==> config.mk <==
export PLATFORM = sky130hd
export DESIGN_NAME = dsp_mac_sequencer
export DESIGN_NICKNAME = d
export VERILOG_FILES = /design/src/rtl/dsp_mac_sequencer.sv
export SDC_FILE = /design/constraint.sdc
export NUM_CORES = 1
export LEC_CHECK = 0
export ABC_AREA = 1
export BUFFER_PORTS_ARGS = -buffer_cell sky130_fd_sc_hd__buf_2
export CORE_UTILIZATION = 42
export DETAILED_ROUTE_END_ITERATION = 10
export GPL_TIMING_DRIVEN = 0
export HOLD_SLACK_MARGIN = 0.1
export PLACE_DENSITY = 0.86
export SYNTH_ARGS = -nofsm -noshare
export SYNTH_HDL_FRONTEND = slang
export SYNTH_SLANG_ARGS = --single-unit
==> constraint.sdc <==
create_clock -name clk -period 1.16 [get_ports clk]
set_clock_uncertainty 0.1 [all_clocks]
set_input_delay 0.232 -clock clk [delete_from_list [all_inputs] [get_ports clk]]
set_output_delay 0.232 -clock clk [all_outputs]
set_load 0.01 [all_outputs]
==> src/rtl/dsp_mac_sequencer.sv <==
// Feeds a DSP48A1-style MAC slice from a valid/ready tap stream and returns one dot product per vector.
// Latency: m_valid rises MLAT+2 cycles after the last tap is accepted; a full result holds s_ready low and freezes the slice.
// Optional DSP_SEQ_CNT_EN adds m_taps, the tap count of the vector held in m_result.
module dsp_mac_sequencer #(
  parameter int MLAT = 1,
  parameter int PW   = 48
) (
  input  logic          clk,
  input  logic          RSTN,
  input  logic          s_valid,
  output logic          s_ready,
  input  logic [17:0]   s_a,
  input  logic [17:0]   s_b,
  input  logic          s_last,
  output logic [17:0]   dsp_A,
  output logic [17:0]   dsp_B,
  output logic [7:0]    dsp_opmode,
  output logic          dsp_CEM,
  output logic          dsp_CEP,
  output logic          dsp_RST,
  input  logic [PW-1:0] dsp_P,
  output logic          m_valid,
  input  logic          m_ready,
  output logic [PW-1:0] m_result
`ifdef DSP_SEQ_CNT_EN
  ,
  output logic [15:0]   m_taps
`endif
);

  localparam logic [7:0] OPM_HOLD = 8'h08;
  localparam logic [7:0] OPM_LOAD = 8'h01;
  localparam logic [7:0] OPM_ACC  = 8'h09;

  logic          rst_q;
  logic          prev_last_q;
  logic [17:0]   a_q, b_q;
  logic [MLAT+1:0] tag_vld_q;
  logic [MLAT+1:0] tag_last_q;
  logic [MLAT:0]   tag_first_q;
  logic          m_valid_q, m_valid_d;
  logic [PW-1:0] m_result_q;

  logic stall, accept, capture;

  always_comb begin
    stall     = m_valid_q & ~m_ready;
    s_ready   = ~rst_q & ~stall;
    accept    = s_valid & s_ready;
    capture   = ~stall & tag_vld_q[MLAT+1] & tag_last_q[MLAT+1];
    m_valid_d = capture | (m_valid_q & ~m_ready);
  end

  // Slice clock enables follow the stall so M and P freeze with the tag pipeline.
  always_comb begin
    dsp_CEM = ~stall & ~rst_q;
    dsp_CEP = ~stall & ~rst_q;
    dsp_RST = rst_q;
    dsp_A   = a_q;
    dsp_B   = b_q;
    m_valid = m_valid_q;
    m_result = m_result_q;
  end

  always_comb begin
    dsp_opmode = OPM_HOLD;
    if (tag_vld_q[MLAT]) begin
      dsp_opmode = tag_first_q[MLAT] ? OPM_LOAD : OPM_ACC;
    end
  end

  always_ff @(posedge clk or negedge RSTN) begin
    if (!RSTN) begin
      rst_q       <= 1'b1;
      prev_last_q <= 1'b1;
      a_q         <= '0;
      b_q         <= '0;
      tag_vld_q   <= '0;
      tag_last_q  <= '0;
      tag_first_q <= '0;
      m_valid_q   <= 1'b0;
      m_result_q  <= '0;
    end else begin
      rst_q <= 1'b0;
      if (!stall) begin
        tag_vld_q   <= {tag_vld_q[MLAT:0], accept};
        tag_last_q  <= {tag_last_q[MLAT:0], s_last};
        tag_first_q <= {tag_first_q[MLAT-1:0], prev_last_q};
      end
      if (accept) begin
        a_q         <= s_a;
        b_q         <= s_b;
        prev_last_q <= s_last;
      end
      if (capture) begin
        m_result_q <= dsp_P;
      end
      m_valid_q <= m_valid_d;
    end
  end

`ifdef DSP_SEQ_CNT_EN
  // Each tap carries its running count so a following vector cannot corrupt the captured value.
  logic [15:0] cnt_q, cnt_d;
  logic [15:0] tag_cnt_q [MLAT+2];
  logic [15:0] m_taps_q;

  always_comb begin
    if (prev_last_q) begin
      cnt_d = 16'd1;
    end else if (cnt_q == 16'hFFFF) begin
      cnt_d = cnt_q;
    end else begin
      cnt_d = cnt_q + 16'd1;
    end
    m_taps = m_taps_q;
  end

  always_ff @(posedge clk or negedge RSTN) begin
    if (!RSTN) begin
      cnt_q    <= '0;
      m_taps_q <= '0;
      for (int i = 0; i < MLAT + 2; i++) begin
        tag_cnt_q[i] <= '0;
      end
    end else begin
      if (accept) begin
        cnt_q <= cnt_d;
      end
      if (!stall) begin
        tag_cnt_q[0] <= cnt_d;
        for (int i = 1; i < MLAT + 2; i++) begin
          tag_cnt_q[i] <= tag_cnt_q[i-1];
        end
      end
      if (capture) begin
        m_taps_q <= tag_cnt_q[MLAT+1];
      end
    end
  end
`endif

endmodule

Word level (Yosys, flattened, before mapping) --
Index checks and enable logic that the tools add are counted.
Storage, ports and cells: input bits 89, flip-flop bits (word level) 95, output and inout bits 97, word-level logic and storage cells 20
Operators by class: multiplexer cells 2, bitwise gates (word level) 9
Operators by type and width (number):
- $mux 4 | 2
- $and 1x1->1 | 5
- $not 1->1 | 3
- $or 1x1->1 | 1

Depth between registers and ports, before layout --
Gate-level depths: netlist of the first run.
depth in word-level cells 6, depth in mapped cells 7, gate-level depth less buffers 5

Worst setup path after synthesis of the first run --
OpenSTA, ideal clock, no wires.
path type register to register, start point reg rst_q (netlist: dsp_RST), end point reg a_q[0] (netlist: dsp_A[0]), clock period less this slack 1310 ps, slack -150 ps, arrival time 1093 ps, stages on the path, launching flop included 6, buffers on the path 2, data required time 943 ps, library setup time 117 ps, cells stage by stage dfstp_2 > inv_1 > buf_2 > clkbuf_1 > nand4_1 > nand2_1
On the way: longest elaborated chain between the ends 3
Ends and longest elaborated chain:
- start: declaration | RTL line 35 | logic rst_q;
- start signal: assignment | RTL line 74 | rst_q <= 1'b1;
- start signal: assignment | RTL line 84 | rst_q <= 1'b0;
- $not 1->1 | RTL line 48 | s_ready = ~rst_q & ~stall;
- $and 1x1->1 | RTL line 48
- $and 1x1->1 | RTL line 49 | accept = s_valid & s_ready;
- end signal: assignment | RTL line 76 | a_q <= '0;
- end signal: assignment | RTL line 91 | a_q <= s_a;
- end: declaration | RTL line 37 | logic [17:0] a_q, b_q;
No other way between the ends. A chain may end at the register's enable or synchronous reset.

Worst setup path in the final report of the first run --
start point reg rst_q (netlist: dsp_RST), end point out s_ready
On the way: longest elaborated chain between the ends 2
Ends and longest elaborated chain:
- $not 1->1 | RTL line 48
- $and 1x1->1 | RTL line 48
- end: declaration | RTL line 11 | output logic s_ready,
No other way between the ends.

==> run_results.csv, run 1 <==
group,metric,value,unit
status,outcome,"complete, but fails checks",
status,violations,"DRC, hold timing, setup timing",
floorplanning,start_util,43.96,%
power,clockPowerShare,16.6,%
finish,syn_to_final_growth,69.17,%
finish,final-instance-count-excl-fill,864,
synth,netlist_instances,423,
timing,drv_slew,0,
global_route,grt_pass1_vias,4295,
route,wire_per_inst,15.61,um
timing,finalSetupTns,-25.75,ns
clock_network,cts_root_buf,"clkbuf_8",
setup_path,slowest_delay,0.58,ns
place,pre_cts_slack,-0.2947,ns
clock_network,cts_buffers,9,
synth,synth.top_cells.by_area,"dfrtp_1 (60%), nand2_1 (18%), nand3_1 (6.9%), nand4_1 (6.0%), buf_4 (2.1%)",
place,placed_area,5025,um^2
timing,whs,-0.2714,ns
synth,ys_ff_latch,95,
synth,yosys.area.top_type,"dfrtp_1",
power,p_sw,0.004948,W
route,via_per_inst,5.051,
synth,avgSynthCellArea,9.152,um^2
setup_path,crit_top_cell,"buf_6",
synth,netlist_area,3871,um^2
clock_network,cts_tree,"done",
setup_path,arrival,1.21,ns
setup_path,worst_path_max_delay_cell,"dfstp_2",
finish,layout-drive-gt1-share,38.01,%
setup_path,path_cells,"a21oi_4 -> buf_6 -> buf_6",
finish,fillers,603,
flow_run,drv_cap,0,
finish,multi_input_area,1272,um^2
global_route,grt_pass1_wl,20.05,mm
place,place_hpwl,7.486,mm
power,power_leakage,3.670,nW
floorplanning,io_pins,186,
setup_path,crit_buf_inv,2,
place,portBuffers,179,
timing,rsz0062_at_grt,"true",
finish,nets,839,
synth,yosysSeqAreaShare,61.47,%
clock_network,cts_hold_buffers,85,
clock_network,clock_path_buffers,2,
route,vias,4364,
setup_path,crit_path_max_fanout,3,
synth,ys_types,16,
floorplanning,dieArea,9605,um^2
power,swShare,37.13,%
floorplanning,core,8806,um^2
finish,ff_latch_area,2381,um^2
clock_network,clk_latency,0.35,ns
route,firstDrtPassIters,8,
route,totalWireLength,13.49,mm
power,seqPwrFrac,39.6,%
timing,worst_slack,-0.3819,ns
global_route,grt_max_degree,59,
timing,worst_pin_slew,0.5039,ns
timing,min_period,1.542,ns
synth,synth_top_cell_area_share,60.12,%
timing,maxSlewHeadroom,66.40,%
setup_path,path_delay_family,"flip-flops",
setup_path,critical_path.startpoint_type,"flip-flop",
clock_network,clkTransAtPathRegs,0.11,ns
route,drc,9,
timing,max_freq,648.5,MHz
place,gp_congestion,0.8513,
setup_path,required,0.83,ns
global_route,grt-ovfl-total,0,
floorplanning,fp.dieH,98.01,um
synth,yosys_warnings,0,
timing,hold_viol,37,
place,placedCellCount,717,
power,combPwrFrac,43.8,%
power,internal_power,0.008378,W
setup_path,endpoint_kind,"output port",
floorplanning,die_w,98.01,um
route,ant_nets,0,
global_route,antenna_found_initial,1,
power,p_per_area,2035,nW/um^2
floorplanning,core.rowCount,34,
finish,final_area,6549,um^2
timing,min_period_over_period,132.9,%
timing,setup_viol,180,
global_route,grt.total_usage,26.58,%
min_path,hold_path_class,"in2async",
clock_network,clock-sinks,95,
route,drt_iter0_drc,199,
setup_path,criticalPathCategory,"reg2out",
clock_network,htreeDepth,3,
finish,postLayoutCoreUtil,74.37,%
power,peakVddDrop,1.258,mV
-- cell families (layout without fill, tap and decap cells) --
group	after synthesis	in the layout	share of synthesized area (%)
other cells	1	8	0.09687
buf+inv	46	372	6.852
compound gates	5	5	0.6463
flops	95	95	61.47
simple gates	276	276	30.93
-- layout by cell type (no fill, tap or decap), types with 3 or more instances in the layout --
cell type      synthesis  final
dlygate4sd3_1          0     85
inv_1                  5      3
nand4_1               37     37
clkbuf_4               0      3
buf_2                 11    169
buf_4                 11     58
buf_1                  7      3
clkbuf_2               0      3
conb_1                 1      7
dfrtp_1               93     92
nand3_1               53     52
clkbuf_8               0     11
nand2_1              183    182
buf_6                  5     26
-- area by class of cell --
class / count / share of cell area, %
Buffer: 41 / 5.216
Inverter: 5 / 0.2866
Clock inverter: 6 / 1.032
Timing Repair Buffer: 310 / 33.63
Clock buffer: 10 / 1.949
Antenna cell: 1 / 0.03821
Sequential cell: 95 / 36.36
Multi-Input combinational cell: 288 / 19.43
Tap cell: 108 / 2.063
-- power by group through the flow --
stage	registers (W)	logic, W	clock network (W)
6_report	0.00527	0.00584	0.00221
5_1_grt	0.00538	0.00638	0.00239
4_1_cts	0.00521	0.00490	0.00225
3_5_place_dp	0.00526	0.00445	0
3_3_place_gp	0.00521	0.00425	0
2_1_floorplan	0.00577	0.00196	0
-- synth_stat cells --
library cell	count
buf_2	11
clkbuf_1	7
conb_1	1
nand2_1	183
o21ai_0	2
buf_1	7
dfstp_2	2
buf_6	5
dfrtp_1	93
nand2_2	1
nand3_1	53
a21oi_1	3
nand4_1	37
inv_1	5
nor2_1	2
buf_4	11
-- final timing paths --
kind	from	to	slack, ns	depth (start not counted)
min in group clk	m_ready	tag_first_q[1]$_DFFE_PN0N_	0.18	4
hold reg to reg	m_result[43]$_DFFE_PN0P_	m_result[43]$_DFFE_PN0P_	0.37	2
setup reg to reg	m_valid$_DFF_PN0_	dsp_A[10]$_DFFE_PN0P_	-0.32	6
setup / recovery	dsp_RST$_DFF_PN1_	s_ready	-0.38	3
max in group asynchronous	RSTN	dsp_RST$_DFF_PN1_	0.53	2
hold / removal	RSTN	dsp_A[14]$_DFFE_PN0P_	-0.27	1
-- timing repair --
action,in CTS,in global routing
setup endpoints to repair,185,185
buffers inserted,5,40
gates resized for setup,19,17
endpoints found under the hold margin,123,37
pin swaps,1,0
-- registers in the layout, summed over array words and instances (netlist names) --
name         cells
tag_vld_q        3
dsp_RST          1
dsp_B           18
tag_first_q      2
prev_last_q      1
dsp_A           18
m_result        48
tag_last_q       3
m_valid          1
-- layer usage --
metal / track usage [%] / routed length (um) / vias up
met1: 30.06 / 5047 / 2060
met2: 47.89 / 7011 / 226
met5: 0 / 0 / -
met3: 3.579 / 747 / 63
met4: 15.62 / 680 / 0
li1: - / - / 2015
-- per-stage QoR --
stage | total power (W) | hold WS [ns]
floorplan | 0.007728 | -0.1636
finish | 0.01333 | -0.2714
global placement | 0.009459 | 0.3480
detailed placement | 0.009713 | 0.1324
global route | 0.01415 | -0.2478
CTS | 0.01236 | -0.2638
Note: power is estimated with default switching activity, not from simulation.
==> run 2: changes to the inputs <==
--- a/config.mk
+++ b/config.mk
@@ -5,13 +5,12 @@
 export SDC_FILE = /design/constraint.sdc
 export NUM_CORES = 1
 export LEC_CHECK = 0
-export ABC_AREA = 1
 export BUFFER_PORTS_ARGS = -buffer_cell sky130_fd_sc_hd__buf_2
-export CORE_UTILIZATION = 42
+export CORE_UTILIZATION = 40
 export DETAILED_ROUTE_END_ITERATION = 10
 export GPL_TIMING_DRIVEN = 0
 export HOLD_SLACK_MARGIN = 0.1
-export PLACE_DENSITY = 0.86
+export PLACE_DENSITY = 0.74
 export SYNTH_ARGS = -nofsm -noshare
 export SYNTH_HDL_FRONTEND = slang
 export SYNTH_SLANG_ARGS = --single-unit
==> run_results.csv, run 2 <==
group,metric,value,unit
timing,worst_pin_slew,0.5832,ns
synth,synth.area.mux_share,29.10,%
synth,yosys-top-cells-count,"dfrtp_1 (93), mux2_2 (53), mux2_1 (29), buf_4 (10), mux2_4 (10)",
place,portBuffers,179,
setup_path,required,0.83,ns
timing,whs,-0.2408,ns
global_route,antenna_found_initial,1,
timing,min_period_over_period,142.8,%
clock_network,clock_path_buffers,2,
finish,layout_commonest_cell,"buf_2",
synth,yosysSeqAreaShare,64.52,%
synth,synth_xor_area_share,0,%
status,outcome,"complete, but fails checks",
timing,rsz0062_at_grt,"true",
floorplanning,die_w,98.03,um
finish,syn_to_final_growth,86.06,%
timing,drv_slew,0,
min_path,hold_path_class,"in2async",
synth,post-synth-top-count-cell,"dfrtp_1",
setup_path,path_cells,"nor2b_4 -> buf_6 -> nor2_4 -> buf_6 -> buf_6",
clock_network,cts_tree,"done",
global_route,grt-ovfl-total,0,
synth,ys_async_sr_fraction,100.0,%
route,ant_nets,0,
power,finalPower,0.01511,W
setup_path,crit_path_max_fanout,3,
setup_path,critical_path.startpoint_type,"flip-flop",
synth,yosys.area.top_type,"dfrtp_1",
synth,yosys_warnings,0,
finish,layout-drive-gt1-share,65.32,%
timing,maxSlewHeadroom,61.12,%
floorplanning,io_pins,186,
route,vias,3173,
timing,max_freq,603.7,MHz
finish,postLayoutCoreUtil,77.93,%
finish,nets,652,
place,gp_congestion,0.6929,
floorplanning,dieArea,9609,um^2
synth,avgSynthCellArea,17.16,um^2
setup_path,endpoint_kind,"output port",
timing,worst_slack,-0.4964,ns
finish,final-instance-count-excl-fill,677,
synth,synthFlopType,"dfrtp_1",
global_route,grt_pass1_vias,3290,
setup_path,slowest_delay,0.38,ns
synth,netlist_instances,215,
synth,netlist_area,3689,um^2
synth,synth_top_cell_area_share,63.09,%
synth,synth-compound-area-share,0.4071,%
setup_path,worst_path_max_delay_cell,"dfrtp_1",
setup_path,crit_top_cell,"buf_6",
place,place_hpwl,5.508,mm
route,wire_per_inst,17.66,um
synth,synth_top_family_by_area,"multiplexers",
status,violations,"DRC, hold timing, setup timing",
synth,yosys.area_share.simple,1.119,%
setup_path,arrival,1.32,ns
clock_network,clk_latency,0.34,ns
global_route,grt_pass1_wl,16.71,mm
floorplanning,core,8806,um^2
floorplanning,fp.dieH,98.03,um
power,power_leakage,3.463,nW
synth,ys_ff_latch,95,
timing,finalSetupTns,-43.82,ns
floorplanning,start_util,41.89,%
route,via_per_inst,4.687,
power,p_per_area,2201,nW/um^2
global_route,grt.total_usage,22.54,%
clock_network,cts_buffers,9,
clock_network,clock-sinks,95,
clock_network,htreeDepth,3,
floorplanning,core.rowCount,34,
route,drc,16,
synth,synth_adder_area_share,0,%
timing,hold_viol,41,
finish,largest_reg_flops,48,
timing,setup_viol,184,
synth,ys_types,15,
synth,synth_edf_count,0,
route,totalWireLength,11.96,mm
power,peakVddDrop,1.022,mV
flow_run,drv_cap,0,
synth,synth.top_cells.by_area,"dfrtp_1 (63%), mux2_2 (16%), mux2_1 (8.9%), mux2_4 (4.1%), buf_4 (2.0%)",
global_route,grt_max_degree,55,
setup_path,criticalPathCategory,"reg2out",
clock_network,clkTransAtPathRegs,0.10,ns
route,drt_iter0_drc,95,
clock_network,cts_root_buf,"clkbuf_8",
finish,mostFrequentLayoutCells,"buf_2 (163), dfrtp_1 (93), dlygate4sd3_1 (85)",
place,placedCellCount,509,
route,firstDrtPassIters,7,
clock_network,cts_hold_buffers,85,
place,pre_cts_slack,-0.5192,ns
timing,min_period,1.656,ns
run 2: cell families after synthesis:
logic type,count (synthesis)
AOI/OAI and AO/OA,2
buffers and inverters,19
DFF,95
muxes,92
other,1
and+or+nand+nor,6
run 2: area by class of cell:
cell class | instances | area [um^2]
clock inverters | 5 | 62.56
flip-flops and latches | 95 | 2380
diodes | 1 | 2.502
repair buffers | 332 | 2487
clock buffers | 11 | 151.4
fillers | 508 | 1943
plain buffers | 18 | 216.5
well taps | 108 | 135.1
multi-input cells | 107 | 1428
run 2: worst max-delay path: cells and delay by family, from the launching register on:
kind | cells | cell delay [ns]
simple gates | 2 | 0.27
flops | 1 | 0.38
buf+inv | 3 | 0.33
run 2: metrics by stage:
step / hold WS, ns / cell area (um^2)
2_1_floorplan: -0.1636 / 3734
3_3_place_gp: 0.3480 / 4765
3_5_place_dp: 0.1555 / 4795
4_1_cts: -0.2413 / 6406
5_1_grt: -0.2287 / 6863
6_report: -0.2408 / 6863
run 2: final timing paths:
kind,slack [ns],from,cells past startpoint,endpoint
worst min-delay path,-0.24,RSTN,1,m_result[27]$_DFFE_PN0P_
max in group asynchronous,0.48,RSTN,2,dsp_RST$_DFF_PN1_
worst min register to register,0.39,dsp_A[16]$_DFFE_PN0P_,1,dsp_A[16]$_DFFE_PN0P_
worst max register to register,-0.47,m_valid$_DFF_PN0_,6,m_result[11]$_DFFE_PN0P_
min in group clk,0.38,m_ready,5,m_valid$_DFF_PN0_
worst max-delay path,-0.50,m_valid$_DFF_PN0_,5,dsp_CEP
run 2: power breakdown:
| part | internal [W] | total, W | switching, W | leakage, nW |
|---|---|---|---|---|
| sequential | 0.00462 | 0.00542 | 0.000798 | 1.11 |
| combinational | 0.00466 | 0.00736 | 0.00270 | 2.25 |
| clock | 0.00113 | 0.00232 | 0.00119 | 0.103 |
run 2: metal layers:
layer  part of all wire (%)  global-route usage, %  vias up
met3                    6.3                  4.868       35
met2                     54                  40.85      140
met1                     36                  25.39     1575
met4                    3.5                  10.02        0
li1                       -                      -     1423
met5                      0                      0        -
run 2: what timing repair did:
action	in CTS	in global routing
setup endpoints to repair	184	184
cloned	3	2
hold endpoints to repair	127	41
buffers inserted	28	37
resized for setup	63	46
pin swaps	0	1
